File: src/rtl/pc_sequencer_pkg.sv
// Shared types and defaults for the program-counter sequencer:
// FSM state encoding, sticky error bit positions and default sizing.
package pc_seq_pkg;

  typedef enum logic [1:0] {
    ST_IDLE = 2'd0,
    ST_RUN  = 2'd1,
    ST_DONE = 2'd2
  } seq_state_e;

  localparam int D_DEFAULT         = 12;
  localparam int RAS_DEPTH_DEFAULT = 4;

  // Positions inside the 2-bit err vector.
  localparam int ERR_OVF = 0;
  localparam int ERR_UNF = 1;

endpackage

File: src/rtl/pc_sequencer_if.sv
// Control/bus bundle between the instruction pipeline (master) and the
// sequencer (slave): requests and PC feedback in, PC load controls out.
interface pc_sequencer_if
  import pc_seq_pkg::*;
#(
  parameter int D = D_DEFAULT
);
  logic         start;
  logic         halt;
  logic         stall;
  logic         branch_taken;
  logic         call;
  logic         ret;
  logic [D-1:0] branch_target;
  logic [D-1:0] prog_ctr;
  logic         pc_reset;
  logic         absjump_en;
  logic [D-1:0] target;
  logic         busy;
  logic         done;
  logic [1:0]   err;

  modport master (
    output start, halt, stall, branch_taken, call, ret, branch_target, prog_ctr,
    input  pc_reset, absjump_en, target, busy, done, err
  );

  modport slave (
    input  start, halt, stall, branch_taken, call, ret, branch_target, prog_ctr,
    output pc_reset, absjump_en, target, busy, done, err
  );
endinterface

File: src/rtl/pc_sequencer_ret_stack.sv
// Return-address stack. Entries above the depth counter are never exposed,
// so only the counter needs resetting to discard all contents.
module ret_stack #(
  parameter int D     = 12,
  parameter int DEPTH = 4,
  localparam int CW   = $clog2(DEPTH + 1),
  localparam int IW   = (DEPTH > 1) ? $clog2(DEPTH) : 1
) (
  input  logic         clk,
  input  logic         reset,
  input  logic         clear,
  input  logic         push,
  input  logic         pop,
  input  logic [D-1:0] push_data,
  output logic [D-1:0] top,
  output logic         full,
  output logic         empty
);

  logic [D-1:0]  entries_r [DEPTH];
  logic [CW-1:0] count_r;
  logic [IW-1:0] wr_idx_s;
  logic [IW-1:0] top_idx_s;
  logic          do_push_s;
  logic          do_pop_s;

  assign full      = (count_r == CW'(DEPTH));
  assign empty     = (count_r == CW'(0));
  assign wr_idx_s  = IW'(count_r);
  assign top_idx_s = IW'(count_r - CW'(1));
  assign do_push_s = push && !full && !clear;
  assign do_pop_s  = pop && !empty && !clear;

  // Top-of-stack view, masked to zero when nothing is stored.
  always_comb begin
    top = {D{1'b0}};
    if (empty) begin
      top = {D{1'b0}};
    end else begin
      top = entries_r[top_idx_s];
    end
  end

  // Depth counter; push takes precedence but the caller never asserts both.
  always_ff @(posedge clk) begin
    if (!reset) begin
      count_r <= CW'(0);
    end else if (clear) begin
      count_r <= CW'(0);
    end else if (do_push_s) begin
      count_r <= count_r + CW'(1);
    end else if (do_pop_s) begin
      count_r <= count_r - CW'(1);
    end else begin
      count_r <= count_r;
    end
  end

  // Entry storage write.
  always_ff @(posedge clk) begin
    if (reset && do_push_s) begin
      entries_r[wr_idx_s] <= push_data;
    end
  end

endmodule

File: src/rtl/pc_sequencer.sv
// PC sequencer: IDLE/RUN/DONE control deciding each cycle whether the PC
// increments or loads an absolute target, with a call/return stack.
module pc_sequencer
  import pc_seq_pkg::*;
#(
  parameter int D         = D_DEFAULT,
  parameter int RAS_DEPTH = RAS_DEPTH_DEFAULT
) (
  input logic            clk,
  input logic            reset,
  pc_sequencer_if.slave  bus
);

  localparam logic [1:0] S_IDLE = ST_IDLE;
  localparam logic [1:0] S_RUN  = ST_RUN;
  localparam logic [1:0] S_DONE = ST_DONE;

  logic [1:0]   state_r;
  logic [1:0]   state_nxt_s;
  logic [1:0]   err_r;
  logic [1:0]   err_set_s;
  logic         abs_s;
  logic [D-1:0] target_s;
  logic         push_s;
  logic         pop_s;
  logic         clear_s;
  logic [D-1:0] stk_top_s;
  logic         stk_full_s;
  logic         stk_empty_s;

  assign clear_s = (state_r == S_DONE) && bus.start;

  ret_stack #(.D(D), .DEPTH(RAS_DEPTH)) u_stack (
    .clk       (clk),
    .reset     (reset),
    .clear     (clear_s),
    .push      (push_s),
    .pop       (pop_s),
    .push_data (bus.prog_ctr + D'(1)),
    .top       (stk_top_s),
    .full      (stk_full_s),
    .empty     (stk_empty_s)
  );

  // Next-state and PC-load decision; RUN requests resolved by fixed priority.
  always_comb begin
    state_nxt_s = state_r;
    abs_s       = 1'b0;
    target_s    = {D{1'b0}};
    push_s      = 1'b0;
    pop_s       = 1'b0;
    err_set_s   = 2'b00;
    case (state_r)
      S_IDLE: begin
        if (bus.start) begin
          state_nxt_s = S_RUN;
        end else begin
          state_nxt_s = S_IDLE;
        end
      end
      S_RUN: begin
        if (bus.halt) begin
          abs_s       = 1'b1;
          target_s    = bus.prog_ctr;
          state_nxt_s = S_DONE;
        end else if (bus.stall) begin
          abs_s    = 1'b1;
          target_s = bus.prog_ctr;
        end else if (bus.ret) begin
          abs_s = 1'b1;
          if (stk_empty_s) begin
            target_s           = bus.prog_ctr;
            err_set_s[ERR_UNF] = 1'b1;
            state_nxt_s        = S_DONE;
          end else begin
            target_s = stk_top_s;
            pop_s    = 1'b1;
          end
        end else if (bus.call) begin
          abs_s = 1'b1;
          if (stk_full_s) begin
            target_s           = bus.prog_ctr;
            err_set_s[ERR_OVF] = 1'b1;
            state_nxt_s        = S_DONE;
          end else begin
            target_s = bus.branch_target;
            push_s   = 1'b1;
          end
        end else if (bus.branch_taken) begin
          abs_s    = 1'b1;
          target_s = bus.branch_target;
        end else begin
          abs_s    = 1'b0;
          target_s = {D{1'b0}};
        end
      end
      S_DONE: begin
        abs_s    = 1'b1;
        target_s = bus.prog_ctr;
        if (bus.start) begin
          state_nxt_s = S_IDLE;
        end else begin
          state_nxt_s = S_DONE;
        end
      end
      default: begin
        state_nxt_s = S_IDLE;
      end
    endcase
  end

  // State register.
  always_ff @(posedge clk) begin
    if (!reset) begin
      state_r <= S_IDLE;
    end else begin
      state_r <= state_nxt_s;
    end
  end

  // Sticky error flags, cleared only by reset or acknowledging DONE.
  always_ff @(posedge clk) begin
    if (!reset) begin
      err_r <= 2'b00;
    end else if (clear_s) begin
      err_r <= 2'b00;
    end else begin
      err_r <= err_r | err_set_s;
    end
  end

  assign bus.pc_reset   = (state_r == S_IDLE);
  assign bus.busy       = (state_r == S_RUN);
  assign bus.done       = (state_r == S_DONE);
  assign bus.err        = err_r;
  assign bus.absjump_en = abs_s;
  assign bus.target     = target_s;

endmodule

File: src/flat_wrapper.sv
// flat-port wrapper written by rule: the top's interface ports become plain ports
module pc_sequencer_flat import pc_seq_pkg::*;
#(
  parameter int D         = D_DEFAULT,
  parameter int RAS_DEPTH = RAS_DEPTH_DEFAULT
)
  (clk, reset, bus_start, bus_halt, bus_stall, bus_branch_taken, bus_call, bus_ret, bus_branch_target, bus_prog_ctr, bus_pc_reset, bus_absjump_en, bus_target, bus_busy, bus_done, bus_err);
  pc_sequencer_if #(.D(D)) bus_i ();
  input logic clk;
  input logic reset;
  input wire logic [$bits(bus_i.start)-1:0] bus_start;
  input wire logic [$bits(bus_i.halt)-1:0] bus_halt;
  input wire logic [$bits(bus_i.stall)-1:0] bus_stall;
  input wire logic [$bits(bus_i.branch_taken)-1:0] bus_branch_taken;
  input wire logic [$bits(bus_i.call)-1:0] bus_call;
  input wire logic [$bits(bus_i.ret)-1:0] bus_ret;
  input wire logic [$bits(bus_i.branch_target)-1:0] bus_branch_target;
  input wire logic [$bits(bus_i.prog_ctr)-1:0] bus_prog_ctr;
  output wire logic [$bits(bus_i.pc_reset)-1:0] bus_pc_reset;
  output wire logic [$bits(bus_i.absjump_en)-1:0] bus_absjump_en;
  output wire logic [$bits(bus_i.target)-1:0] bus_target;
  output wire logic [$bits(bus_i.busy)-1:0] bus_busy;
  output wire logic [$bits(bus_i.done)-1:0] bus_done;
  output wire logic [$bits(bus_i.err)-1:0] bus_err;
  assign bus_i.start = bus_start;
  assign bus_i.halt = bus_halt;
  assign bus_i.stall = bus_stall;
  assign bus_i.branch_taken = bus_branch_taken;
  assign bus_i.call = bus_call;
  assign bus_i.ret = bus_ret;
  assign bus_i.branch_target = bus_branch_target;
  assign bus_i.prog_ctr = bus_prog_ctr;
  assign bus_pc_reset = bus_i.pc_reset;
  assign bus_absjump_en = bus_i.absjump_en;
  assign bus_target = bus_i.target;
  assign bus_busy = bus_i.busy;
  assign bus_done = bus_i.done;
  assign bus_err = bus_i.err;
  pc_sequencer #(.D(D), .RAS_DEPTH(RAS_DEPTH)) u_core (.clk(clk), .reset(reset), .bus(bus_i));
endmodule
File: config.mk
export PLATFORM = sky130hd
export DESIGN_NAME = pc_sequencer_flat
export DESIGN_NICKNAME = d
export VERILOG_FILES = /design/src/rtl/pc_sequencer_pkg.sv /design/src/rtl/pc_sequencer_if.sv /design/src/rtl/pc_sequencer_ret_stack.sv /design/src/rtl/pc_sequencer.sv /design/src/flat_wrapper.sv
export SDC_FILE = /design/constraint.sdc
export NUM_CORES = 1
export LEC_CHECK = 0
export ABC_AREA = 1
export BUFFER_PORTS_ARGS = -buffer_cell sky130_fd_sc_hd__clkbuf_2
export CAP_MARGIN = 40
export CORE_ASPECT_RATIO = 0.8
export CORE_MARGIN = 8
export CORE_UTILIZATION = 57
export DETAILED_ROUTE_END_ITERATION = 10
export GPL_TIMING_DRIVEN = 0
export MAX_ROUTING_LAYER = met4
export PLACE_DENSITY = 0.9
export REMOVE_ABC_BUFFERS = 1
export SKIP_CTS_REPAIR_TIMING = 1
export SLEW_MARGIN = 20
export SYNTH_ARGS = -nofsm -noshare
export SYNTH_HDL_FRONTEND = slang
export SYNTH_HIERARCHICAL = 1
export SYNTH_SLANG_ARGS = --single-unit
File: constraint.sdc
create_clock -name clk -period 7.4 [get_ports clk]
set_input_delay 1.11 -clock clk [delete_from_list [all_inputs] [get_ports clk]]
set_output_delay 1.11 -clock clk [all_outputs]
set_load 0.01 [all_outputs]
# Yosys cells after proc, flatten, opt, wreduce, memory -nomap -nowiden
# Memories as Yosys holds them, arrays and structs flattened.
# Cells that the tools add are included.
# classes
n_addsub	3
multipliers	0
n_div	0
order_cmp	0
n_eq_ne	7
shift	0
muxes	46
bitwise_logic	2
n_reduce_logical	14
# op_table
operator	n
$mux W12	7
$mux W1	24
$pmux W12 S2	1
$mux W2	10
$add A12 B1 Y12 const B	1
$ne A4 B3 Y1 const B	2
$logic_and A1 B1 Y1	6
$mux W3	2
$pmux W2 S3	1
$ne A4 B4 Y1 const B	1
$reduce_and A4 Y1	1
$add A3 B1 Y3 const B	1
$eq A3 B3 Y1 const B	1
$logic_not A1 Y1	3
$logic_not A3 Y1	1
$ne A3 B3 Y1 const B	1
$sub A3 B1 Y3 const B	1
$eq A2 B1 Y1 const B	1
$eq A2 B2 Y1 const B	1
$logic_not A2 Y1	1
$or A2 B2 Y2	1
$pmux W1 S2	1
$reduce_bool A2 Y1	1
$reduce_or A2 Y1	1
$not A1 Y1	1
# word_totals
reg_bits	7
latch_bits	0
mem_bits_rw	48
rom_bits	0
input_bits	32
word_cells	76
memories	1
# memory_table
name	depth	width	read_ports	rd_clocked_by_memory_dff	write_ports	line	text
u_core.u_stack.entries_r	4	12	1	0	1	pc_sequencer_ret_stack.sv:20	logic [D-1:0] entries_r [DEPTH];

# Logic depth before layout (Yosys ltp)
# Gate-level depths: netlist of the first run.
# logic_depth
word_depth	12
ltp_mapped	14

# Hierarchy
# Netlist of the first run, hierarchy kept.
# modules_own_cells
mod	instances	cells_per_inst	area_per_inst_um2
ret_stack	1	193	2177.1
pc_sequencer	1	215	1138.6

# Worst setup path before layout of the first run
# No wires, ideal clock.
# synth_path
kind	register to output
startpoint	reg u_core.u_stack.count_r[0]
endpoint	out bus_target[4]
arrival_ps	1934
required_time_ps	6290
setup_slack_ps	4356
path_stages_with_launch	12
path_buffers	3
cell_sequence	dfxtp_1 buf_6 inv_2 buf_4 ha_1 ha_1 clkbuf_1 a21oi_1 inv_1 nor2_1 nor2_1 a21oi_1
# synth_via
elab_cells_between_ends	11
classes_between	add/sub: 1; eq/ne: 1; mux: 7; reduce/logical: 1; memory: 1
# synth_lines
element	line	text
start: declaration	pc_sequencer_ret_stack.sv:21	logic [CW-1:0] count_r;
start signal: assignment	pc_sequencer_ret_stack.sv:51	count_r <= count_r + CW'(1);
start signal: assignment	pc_sequencer_ret_stack.sv:53	count_r <= count_r - CW'(1);
start signal: assignment	pc_sequencer_ret_stack.sv:55	count_r <= count_r;
$logic_not A3 Y1	pc_sequencer_ret_stack.sv:28	assign empty = (count_r == CW'(0));
via u_core.stk_empty_s	pc_sequencer.sv:29	logic stk_empty_s;
$mux W12	pc_sequencer.sv:71	if (stk_empty_s) begin
$mux W12	pc_sequencer.sv:69	end else if (bus.ret) begin
$mux W12	pc_sequencer.sv:66	end else if (bus.stall) begin
$mux W12	pc_sequencer.sv:62	if (bus.halt) begin
$pmux W12 S2	pc_sequencer.sv:53	case (state_r)
end: declaration	flat_wrapper.sv:21	output wire logic [$bits(bus_i.target)-1:0] bus_target;
# The timed path passes the listed nets, and every way through them passes these cells.

# Worst setup path in the final report of the first run
# layout_path
startpoint	reg u_core.u_stack.count_r[0]
endpoint	out bus_target[10]
# layout_via
elab_chain_len	7
elab_cells_between_ends	11
classes_between	add/sub: 1; eq/ne: 1; mux: 7; reduce/logical: 1; memory: 1
# layout_rtl
element	line	text
$sub A3 B1 Y3	n/a	
$mem_v2 Z4 W12	n/a	
via u_core.stk_top_s[10]	pc_sequencer.sv:27	logic [D-1:0] stk_top_s;
$mux W12	pc_sequencer.sv:71	
$mux W12	pc_sequencer.sv:69	
$mux W12	pc_sequencer.sv:66	
$mux W12	pc_sequencer.sv:62	
$pmux W12 S2	pc_sequencer.sv:53	
# The timed path passes the listed nets, and every way through them passes these cells.

==> results of run 1 <==
flip-flops by register name (all words and copies together) (netlist names):
signal                    count
u_core/u_stack/entries_r     48
u_core/u_stack/count_r        3
u_core/bus.err                2
u_core/state_r                2
per-stage QoR:
stage               cell area [µm²]  setup slack [ns]
global route                   3700              2.65
detailed placement             3580              3.26
CTS                            3690              2.87
global placement               3550              2.84
floorplan                      3200              3.75
finish                         3700              2.90
metal layers:
metal	vias to the layer above	GRT usage, %	share of wire [%]
met5	-	-	0
li1	1395	-	-
met4	0	6.75	1.7
met3	15	4.63	8.0
met1	1378	24.5	42
met2	163	34.4	48
area by class of cell:
type	count	area, µm²	area share [%]
Tap cell	81	101	2.74
Clock inverter	2	20.0	0.541
Clock buffer	6	82.6	2.23
Timing Repair Buffer	52	287	7.74
Multi-Input combinational cell	280	1420	38.2
Sequential cell	55	1580	42.7
Inverter	57	214	5.78
where the power goes:
part / internal (W) / total, W / leakage [nW] / switching, W
Sequential: 0.000339 / 0.000341 / 0.488 / 0.00000199
Clock: 0.0000790 / 0.000180 / 0.0533 / 0.000101
Combinational: 0.0000284 / 0.0000897 / 0.952 / 0.0000614
Total: 0.000447 / 0.000611 / 1.49 / 0.000165
synth_stat cells, drive strengths merged:
| cell | instances |
|---|---|
| xor2 | 7 |
| o21ai | 28 |
| edfxtp | 48 |
| nor3 | 5 |
| inv | 56 |
| nand2 | 54 |
| clkinv | 1 |
| ha | 11 |
| a31oi | 1 |
| nor2 | 112 |
| o21bai | 1 |
| nand4 | 2 |
| nand3 | 27 |
| clkbuf | 2 |
| nand3b | 1 |
| buf | 14 |
| o22ai | 1 |
| dfxtp | 7 |
| xnor2 | 3 |
| a21oi | 27 |
how the worst min path moves through the flow:
stage / slack (ns) / cells after the start / from / endpoint
detailed placement: 0.46 / 2 / u_core/bus.err[0] / u_core/bus.err[0]
global placement: 0.44 / 2 / u_core/bus.err[1] / u_core/bus.err[1]
finish: 0.48 / 2 / u_core/bus.err[1] / u_core/bus.err[1]
floorplan: 0.47 / 2 / u_core/bus.err[1] / u_core/bus.err[1]
CTS: 0.48 / 2 / u_core/bus.err[1] / u_core/bus.err[1]
global route: 0.50 / 2 / u_core/bus.err[1] / u_core/bus.err[1]
critical path: stages, from the launching register on:
cell and delay [ns]:
dfxtp_1 0.55, buf_8 0.23, inv_2 0.23, ha_1 0.79, inv_2 0.28, nor2_1 0.16, o21ai_1 0.08, a21oi_1 0.18
inv_1 0.07, nor2_2 0.09, nor2_1 0.07, a21oi_2 0.15, clkbuf_2 0.16
logic make-up (layout without fill, tap and decap cells):
kind of cell	after synthesis	count (layout)	synth area share (%)
AOI/OAI and AO/OA	58	58	9.92
xor gates and xnor gates	10	10	2.64
adders and majority gates	11	11	4.15
buffers and inverters	73	117	9.85
DFF	55	55	47.7
and+or+nand+nor	201	201	25.7
==> flow_summary_export.csv, run 1 <==
group,metric,value,unit
critical_path,cp-startpoint,"u_core/u_stack/count_r[0]",
yosys,post_synth.cell_area_avg,8.13,µm²
floorplanning,die_x,101,µm
finish,drive_above_1_share,20.8,%
critical_path,endpoint,"bus_target[10]",
yosys,yosysUniqueCellTypes,29,
timing,whs,0.477,ns
route,vias_per_cell,5.54,
critical_path,crit_path_start_kind,"register",
finish,post-route-util,64.3,%
cts,clock-sinks,55,
finish,final_cell_mix,"97 x nor2_1, 54 x nand2_1, 49 x clkbuf_2",
hold_path,hold_path_class,"register to register",
yosys,ys_seq_elements,55,
route,drt-initial-drc-count,295,
global_route,grt_first_pass_wirelength,13.6,mm
power_and_ir_drop,p_leak,1.49,nW
critical_path,reg2regPathDepth,11,
run_status,run_status,"completed",
yosys,syn_inst,408,
route,drtPass1Iterations,5,
floorplanning,core,5760,µm²
timing,setup_tns,0,ns
route,num_vias,2951,
critical_path,required,6.29,ns
floorplanning,die_area,8530,µm²
power_and_ir_drop,power.density,165,nW/µm²
route,drc,0,
critical_path,ff2ff_setup_slack,3.99,ns
critical_path,r2r_start,"u_core/u_stack/count_r[0]",
timing,rsz0062_at_grt,"false",
floorplanning,initial_utilization,57.6,%
global_route,overflow,0,
yosys,ys_top_cells_by_area,"edfxtp_1 43%, nor2_1 11%, nand2_1 6.1%",
route,avgRoutedWirePerCell,15.9,µm
place,gp_congestion,0.899,
cts,clk_pin_slew,0.11,ns
finish,final_common_cell,"nor2_1",
finish,fin_cells,533,
finish,area_growth,11.6,%
timing,slew_violations,0,
cts,cts_made_buffers,5,
place,io_buffers,49,
global_route,track_usage,20.8,%
finish,n_antenna_cell,0,
place,post-dp-hpwl,5.86,mm
timing,hold_violations,0,
timing,skew,0.00996,ns
yosys,synth_area,3320,µm²
power_and_ir_drop,ir_drop,137,µV
global_route,grt_max_degree,29,
place,place_inst,524,
critical_path,path_max_fanout,28,
yosys,synth_top_area_share,43.5,%
yosys,seq_area_frac_synth,47.7,%
yosys,yosys_warnings,6,
cts,cts_tree,"yes",
critical_path,crit_arrival,3.39,ns
critical_path,cp-end-kind,"output port",
finish,fillerInstances,472,
timing,slew_headroom,46.3,%
cts,cts_root_buffer,"clkbuf_8",
finish,final_nets,494,
timing,worst_pin_slew,0.804,ns
floorplanning,io_pins,50,
cts,clkLatencyLatePin,0.32,ns
critical_path,critPathKind,"register to output port",
global_route,grt_pass1_vias,2852,
run,maxCapViolations,0,
cts,htree_levels,2,
timing,max_freq,0.222,GHz
floorplanning,num_rows,25,
power_and_ir_drop,p_total,0.000611,W
critical_path,r2r_end,"u_core/u_stack/entries_r[1][8]",
timing,fin_crit_sh,60.8,%
route,antenna_left,0,
timing,fin_crit,4.50,ns
cts,clockBufferDepth,2,
route,finalWirelength,8.49,mm
global_route,antenna_found_initial,0,
yosys,synth_area_leader_cell,"edfxtp_1",
floorplanning,die_h,84.2,µm
timing,setup_violations,0,
(Power assumes the default switching activity.)
==> inputs of run 2 (changes only) <==
- ABC_AREA: 1 -> 0
- CORE_UTILIZATION: 57 -> 50
- PLACE_DENSITY: 0.9 -> 0.85
- clock period: 7.4 -> 3.72 ns (I/O delays scaled with it)
==> run 2 against run 1 <==
Wire length down 25%. Die area decreased by 0.83%. Area after synthesis fell by 13%. Cell area fell by 11%. Synthesized cell count fell by 50%. First-iteration DRC count decreased by 68%. Worst hold slack improved by 0.0046 ns. Sequential share of layout area up 5.1 points. Register-to-register slack got worse by 3.3 ns. Clock power is 87% higher. Via count is 36% lower. Non-clock buffer count unchanged. Critical endpoint is now bus_target[4].
==> flow_summary_export.csv, run 2 <==
group,metric,value,unit
critical_path,critPathKind,"register to output port",
timing,skew,0.00538,ns
cts,clkLatencyLatePin,0.31,ns
critical_path,ff2ff_setup_slack,0.72,ns
critical_path,required,3.16,ns
cts,htree_levels,2,
yosys,synth_area_leader_cell,"edfxtp_1",
yosys,syn_inst,204,
critical_path,crit_arrival,2.94,ns
global_route,grt_first_pass_wirelength,10.1,mm
yosys,synthXorXnorAreaFrac,3.65,%
finish,drive_above_1_share,32.2,%
critical_path,r2r_start,"u_core/state_r[1]",
finish,final_cell_mix,"49 x clkbuf_2, 48 x edfxtp_1, 15 x and2_1",
yosys,yosys_warnings,6,
finish,final_nets,300,
global_route,grt_pass1_vias,1936,
global_route,grt_max_degree,19,
yosys,ys_top_cells_by_area,"edfxtp_1 50%, mux4_2 8.6%, dfxtp_1 4.9%",
yosys,synth_flop_cell,"edfxtp_1",
finish,n_antenna_cell,0,
timing,setup_tns,0,ns
route,vias_per_cell,5.60,
timing,fin_crit_sh,94.0,%
cts,cts_made_buffers,5,
finish,area_growth,15.0,%
floorplanning,die_area,8460,µm²
hold_path,hold_start,"u_core/bus.err[0]",
critical_path,r2r_end,"u_core/u_stack/entries_r[0][9]",
route,drtPass1Iterations,4,
critical_path,path_max_fanout,17,
cts,cts_root_buffer,"clkbuf_8",
hold_path,hold_path_class,"register to register",
route,avgRoutedWirePerCell,19.1,µm
floorplanning,die_x,101,µm
place,place_ws,0.179,ns
yosys,synth_area,2880,µm²
yosys,synth_commonest_cells,"48 x edfxtp_1, 15 x and2_1, 13 x nor2b_1",
cts,cts_tree,"yes",
power_and_ir_drop,ir_drop,161,µV
timing,hold_violations,0,
timing,fin_crit,3.50,ns
finish,top_register,"u_core/u_stack/entries_r",
critical_path,crit_family,"buffers and inverters",
timing,rsz0062_at_grt,"false",
place,io_buffers,49,
finish,largest_reg_flops,48,
yosys,yosysUniqueCellTypes,44,
floorplanning,num_rows,24,
timing,slew_headroom,50.4,%
power_and_ir_drop,power.density,341,nW/µm²
floorplanning,io_pins,50,
power_and_ir_drop,p_leak,1.21,nW
yosys,post_synth.cell_area_avg,14.1,µm²
hold_path,holdPathEnd,"u_core/bus.err[0]",
route,drt-initial-drc-count,93,
yosys,ys_seq_elements,55,
floorplanning,initial_utilization,52.4,%
timing,setup_violations,0,
timing,worst_pin_slew,0.744,ns
critical_path,reg2regPathDepth,9,
cts,clockBufferDepth,2,
power_and_ir_drop,p_total,0.00113,W
yosys,synthArstFlopShare,0,%
critical_path,cp-end-kind,"output port",
route,finalWirelength,6.41,mm
critical_path,critical_path.max_stage_delay,0.45,ns
place,gp_congestion,0.839,
yosys,seq_area_frac_synth,54.9,%
yosys,synthMuxAreaShare,10.2,%
floorplanning,core,5500,µm²
timing,finalWorstSetupSlack,0.224,ns
critical_path,crit_path_start_kind,"register",
critical_path,path_buf_inv,4,
route,antenna_left,0,
hold_path,min_path_cells,2,
global_route,track_usage,16.0,%
global_route,antenna_found_initial,0,
timing,max_freq,0.286,GHz
floorplanning,die_h,83.9,µm
yosys,post-synth-top-count-cell,"edfxtp_1",
yosys,yosys.area_share.simple,15.1,%
route,num_vias,1883,
yosys,synth_edf_count,48,
timing,slew_violations,0,
run,maxCapViolations,0,
route,drc,0,
yosys,yosys.area_share.adder,4.78,%
yosys,synth_compound_area_share,8.69,%
run_status,run_status,"completed",
finish,final_common_cell,"clkbuf_2",
yosys,synth_top_area_share,50.1,%
yosys,synth_top_family_by_area,"simple AND/OR/NAND/NOR gates",
cts,clock-sinks,55,
place,post-dp-hpwl,4.71,mm
finish,fillerInstances,431,
global_route,overflow,0,
critical_path,critical_path.slowest_cell,"dfxtp_2",
critical_path,crit_chain,"buf_8 -> inv_1 -> ha_1 -> ha_2 -> and2_2 -> nor4_2 -> o21ai_2 -> buf_4 -> a221o_2 -> clkbuf_2",
cts,clk_pin_slew,0.10,ns
finish,reg_top3,"u_core/u_stack/entries_r x48, u_core/u_stack/count_r x3",
## run 2: changes by cell type after synthesis, sizes merged, moves of 16 or more
cell,change
nor2,-105
nand3,-21
and2,+16
inv,-48
nand2,-45
a21oi,-27
o21ai,-26
## run 2: cell type report
cell class                 instances  area [µm²]  share of cell area, %
sequential                        55        1580                   47.8
multi-input combinational        135        1230                   37.2
timing repair buffer              52         275                   8.31
tap                               78        97.6                   2.95
clock buffer                       5        68.8                   2.08
inverter                           8        30.0                  0.907
clock inverter                     3        23.8                  0.718
## run 2: how the worst max path moves through the flow
stage | startpoint | to | depth (start not counted)
2_1_floorplan | u_core/u_stack/count_r[0] | bus_target[2] | 7
3_3_place_gp | u_core/u_stack/count_r[0] | bus_target[2] | 6
3_5_place_dp | u_core/u_stack/count_r[0] | bus_target[4] | 10
4_1_cts | u_core/u_stack/count_r[0] | bus_target[4] | 10
5_1_grt | u_core/u_stack/count_r[0] | bus_target[4] | 10
6_report | u_core/u_stack/count_r[0] | bus_target[4] | 10
## run 2: report_power, final
part / total [W] / switching [W] / leakage [nW] / internal, W
registers: 0.000678 / 0.00000349 / 0.489 / 0.000675
logic: 0.000114 / 0.0000651 / 0.679 / 0.0000489
clock network: 0.000337 / 0.000202 / 0.0408 / 0.000135
## run 2: worst reg2reg max path, stage by stage (launching register included)
cell	delay, ns
dfxtp_1	0.37
inv_1	0.09
ha_1	0.28
inv_1	0.12
nor4_1	0.42
nand2_1	0.12
nor2_1	0.15
nand2b_1	0.12
nor2_1	0.31
and3_1	0.67
## run 2: metal layers
metal	global-route usage [%]	up-vias	share of wire (%)	routed length (µm)
met5	-	-	0	0
met4	5.62	0	1.1	68
met3	2.92	5	3.7	235
met2	27.0	42	52	3340
met1	18.6	945	43	2760
li1	-	891	-	-
## run 2: cell families (layout without fill, tap and decap cells)
group | count (synthesis) | count (layout)
compound gates | 25 | 25
xor+xnor | 12 | 12
fa+ha+maj | 11 | 11
buf+inv | 14 | 68
flops | 55 | 55
mux | 14 | 14
simple gates | 73 | 73
## run 2: per-stage QoR
step           hold WS (ns)  instances  util (%)  area [µm²]
6_report              0.482        336      60.2        3310
5_1_grt               0.518        336      60.2        3310
4_1_cts               0.484        336      60.1        3300
3_5_place_dp          0.463        328      58.4        3210
3_3_place_gp          0.462        325      57.8        3180
2_1_floorplan         0.457        198         -        2830
==> inputs of run 3 (changes only) <==
- CORE_UTILIZATION: 50 -> 52
- CTS_BUF_LIST: not set -> sky130_fd_sc_hd__clkbuf_8
- PLACE_DENSITY: 0.85 -> 0.88
==> run 3 against run 2 <==
Worst setup slack got worse by 0.025 ns. Highest routed layer unchanged. Critical endpoint is now bus_target[2]. Flip-flop and latch count unchanged. Total power increased by 7.1%. Register-to-register slack improved by 0.04 ns. Combinational power about the same. Die area decreased by 3.2%. Via count increased by 2.0%. Cell area increased by 0.98%. Sequential power about the same. First-iteration DRC count increased by 17%. Global-route usage increased by 1.2 points. Non-clock buffer count unchanged.
==> flow_summary_export.csv, run 3 (synthesized netlist as in run 2, its figures left out) <==
group,metric,value,unit
critical_path,path_buf_inv,4,
route,avgRoutedWirePerCell,20.1,µm
floorplanning,num_rows,24,
finish,post-route-util,61.9,%
route,antenna_left,0,
finish,final_nets,300,
timing,worst_pin_slew,0.804,ns
floorplanning,io_pins,50,
timing,slew_violations,0,
power_and_ir_drop,ir_drop,236,µV
critical_path,crit_path_start_kind,"register",
place,gp_congestion,0.852,
finish,drive_above_1_share,32.2,%
route,drc,0,
timing,hold_violations,0,
finish,fillerInstances,421,
run_status,run_status,"completed",
floorplanning,die_x,99.2,µm
timing,setup_violations,0,
global_route,track_usage,17.3,%
timing,skew,0.00636,ns
finish,area_growth,16.1,%
cts,clockBufferDepth,2,
critical_path,required,3.16,ns
route,vias_per_cell,5.95,
power_and_ir_drop,p_leak,1.24,nW
route,drtPass1Iterations,4,
timing,max_freq,0.284,GHz
floorplanning,die_area,8190,µm²
hold_path,min_path_cells,2,
finish,final_cell_mix,"49 x clkbuf_2, 48 x edfxtp_1, 15 x and2_1",
critical_path,crit_cells,10,
cts,cts_root_buffer,"clkbuf_8",
critical_path,reg2regPathDepth,8,
global_route,grt_first_pass_wirelength,10.2,mm
finish,reg_top3,"u_core/u_stack/entries_r x48, u_core/u_stack/count_r x3",
finish,largest_reg_flops,48,
floorplanning,core,5410,µm²
critical_path,critical_path.max_stage_delay,0.44,ns
critical_path,critical_path.slowest_cell,"dfxtp_2",
global_route,grt_pass1_vias,1916,
route,drt-initial-drc-count,109,
hold_path,hold_path_class,"register to register",
finish,multi_input_area,1240,µm²
power_and_ir_drop,power.density,362,nW/µm²
cts,cts_tree,"yes",
critical_path,crit_family,"simple AND/OR/NAND/NOR gates",
critical_path,cp-end-kind,"output port",
timing,setup_tns,0,ns
cts,clk_pin_slew,0.10,ns
finish,final_common_cell,"clkbuf_2",
run,maxCapViolations,0,
critical_path,critPathKind,"register to output port",
cts,htree_levels,2,
critical_path,crit_chain,"buf_16 -> inv_1 -> ha_1 -> and2_1 -> and3b_1 -> nor4_2 -> o21ai_2 -> buf_4 -> a221o_2 -> clkbuf_2",
timing,rsz0062_at_grt,"false",
global_route,overflow,0,
route,finalWirelength,6.48,mm
timing,slew_headroom,46.4,%
finish,n_antenna_cell,0,
global_route,grt_max_degree,20,
place,io_buffers,49,
timing,fin_crit,3.52,ns
critical_path,crit_arrival,2.96,ns
global_route,antenna_found_initial,0,
cts,clkLatencyLatePin,0.32,ns
route,num_vias,1921,
finish,seq_area,1580,µm²
finish,top_register,"u_core/u_stack/entries_r",
timing,fin_crit_sh,94.6,%
cts,cts_made_buffers,5,
cts,clock-sinks,55,
place,post-dp-hpwl,4.68,mm
critical_path,path_max_fanout,12,
floorplanning,initial_utilization,53.3,%
floorplanning,die_h,82.6,µm
## run 3: path summary, 6_finish.rpt
| check | slack, ns | to | from |
|---|---|---|---|
| max | 0.20 | bus_target[2] | u_core/u_stack/count_r[0] |
| min | 0.50 | u_core/bus.err[1] | u_core/bus.err[1] |
| max reg2reg | 0.76 | u_core/u_stack/entries_r[1][8] | u_core/state_r[0] |
| min reg2reg | 0.50 | u_core/bus.err[1] | u_core/bus.err[1] |
## run 3: power by group
group / total (W) / internal [W] / leakage (nW) / switching [W]
Sequential: 0.000678 / 0.000675 / 0.489 / 0.00000334
Clock: 0.000416 / 0.000208 / 0.0607 / 0.000209
Combinational: 0.000115 / 0.0000499 / 0.686 / 0.0000652
Total: 0.00121 / 0.000932 / 1.24 / 0.000277
## run 3: worst reg2reg max path, delay by kind of cell, from the launching register on
family	cells	cell delay (ns)
buf+inv	1	0.13
simple gates	6	1.75
fa+ha+maj	1	0.31
flops	1	0.43
## run 3: final cells by class
type	count	area share [%]
clock inverter	3	1.50
inverter	8	0.898
tap	65	2.43
clock buffer	5	2.06
sequential	55	47.3
multi-input combinational	135	37.2
timing repair buffer	52	8.61
## run 3: metal layers
layer | wire length (µm) | vias up | track usage [%]
li1 | - | 897 | -
met1 | 2790 | 941 | 20.4
met2 | 3180 | 72 | 28.0
met3 | 411 | 11 | 4.69
met4 | 100 | 0 | 6.78
met5 | 0 | - | -
## run 3: through the flow
step                      hold slack (ns)  area [µm²]  power, W  std cells  setup WS, ns
after floorplan                     0.457        2830  0.000752        198         0.509
after global placement              0.458        3160  0.000799        312        -0.684
after detailed placement            0.469        3210  0.000806        315        0.0784
after CTS                           0.495        3330   0.00122        323        -0.310
after global routing                0.519        3340   0.00126        323        0.0432
final                               0.499        3340   0.00121        323         0.199
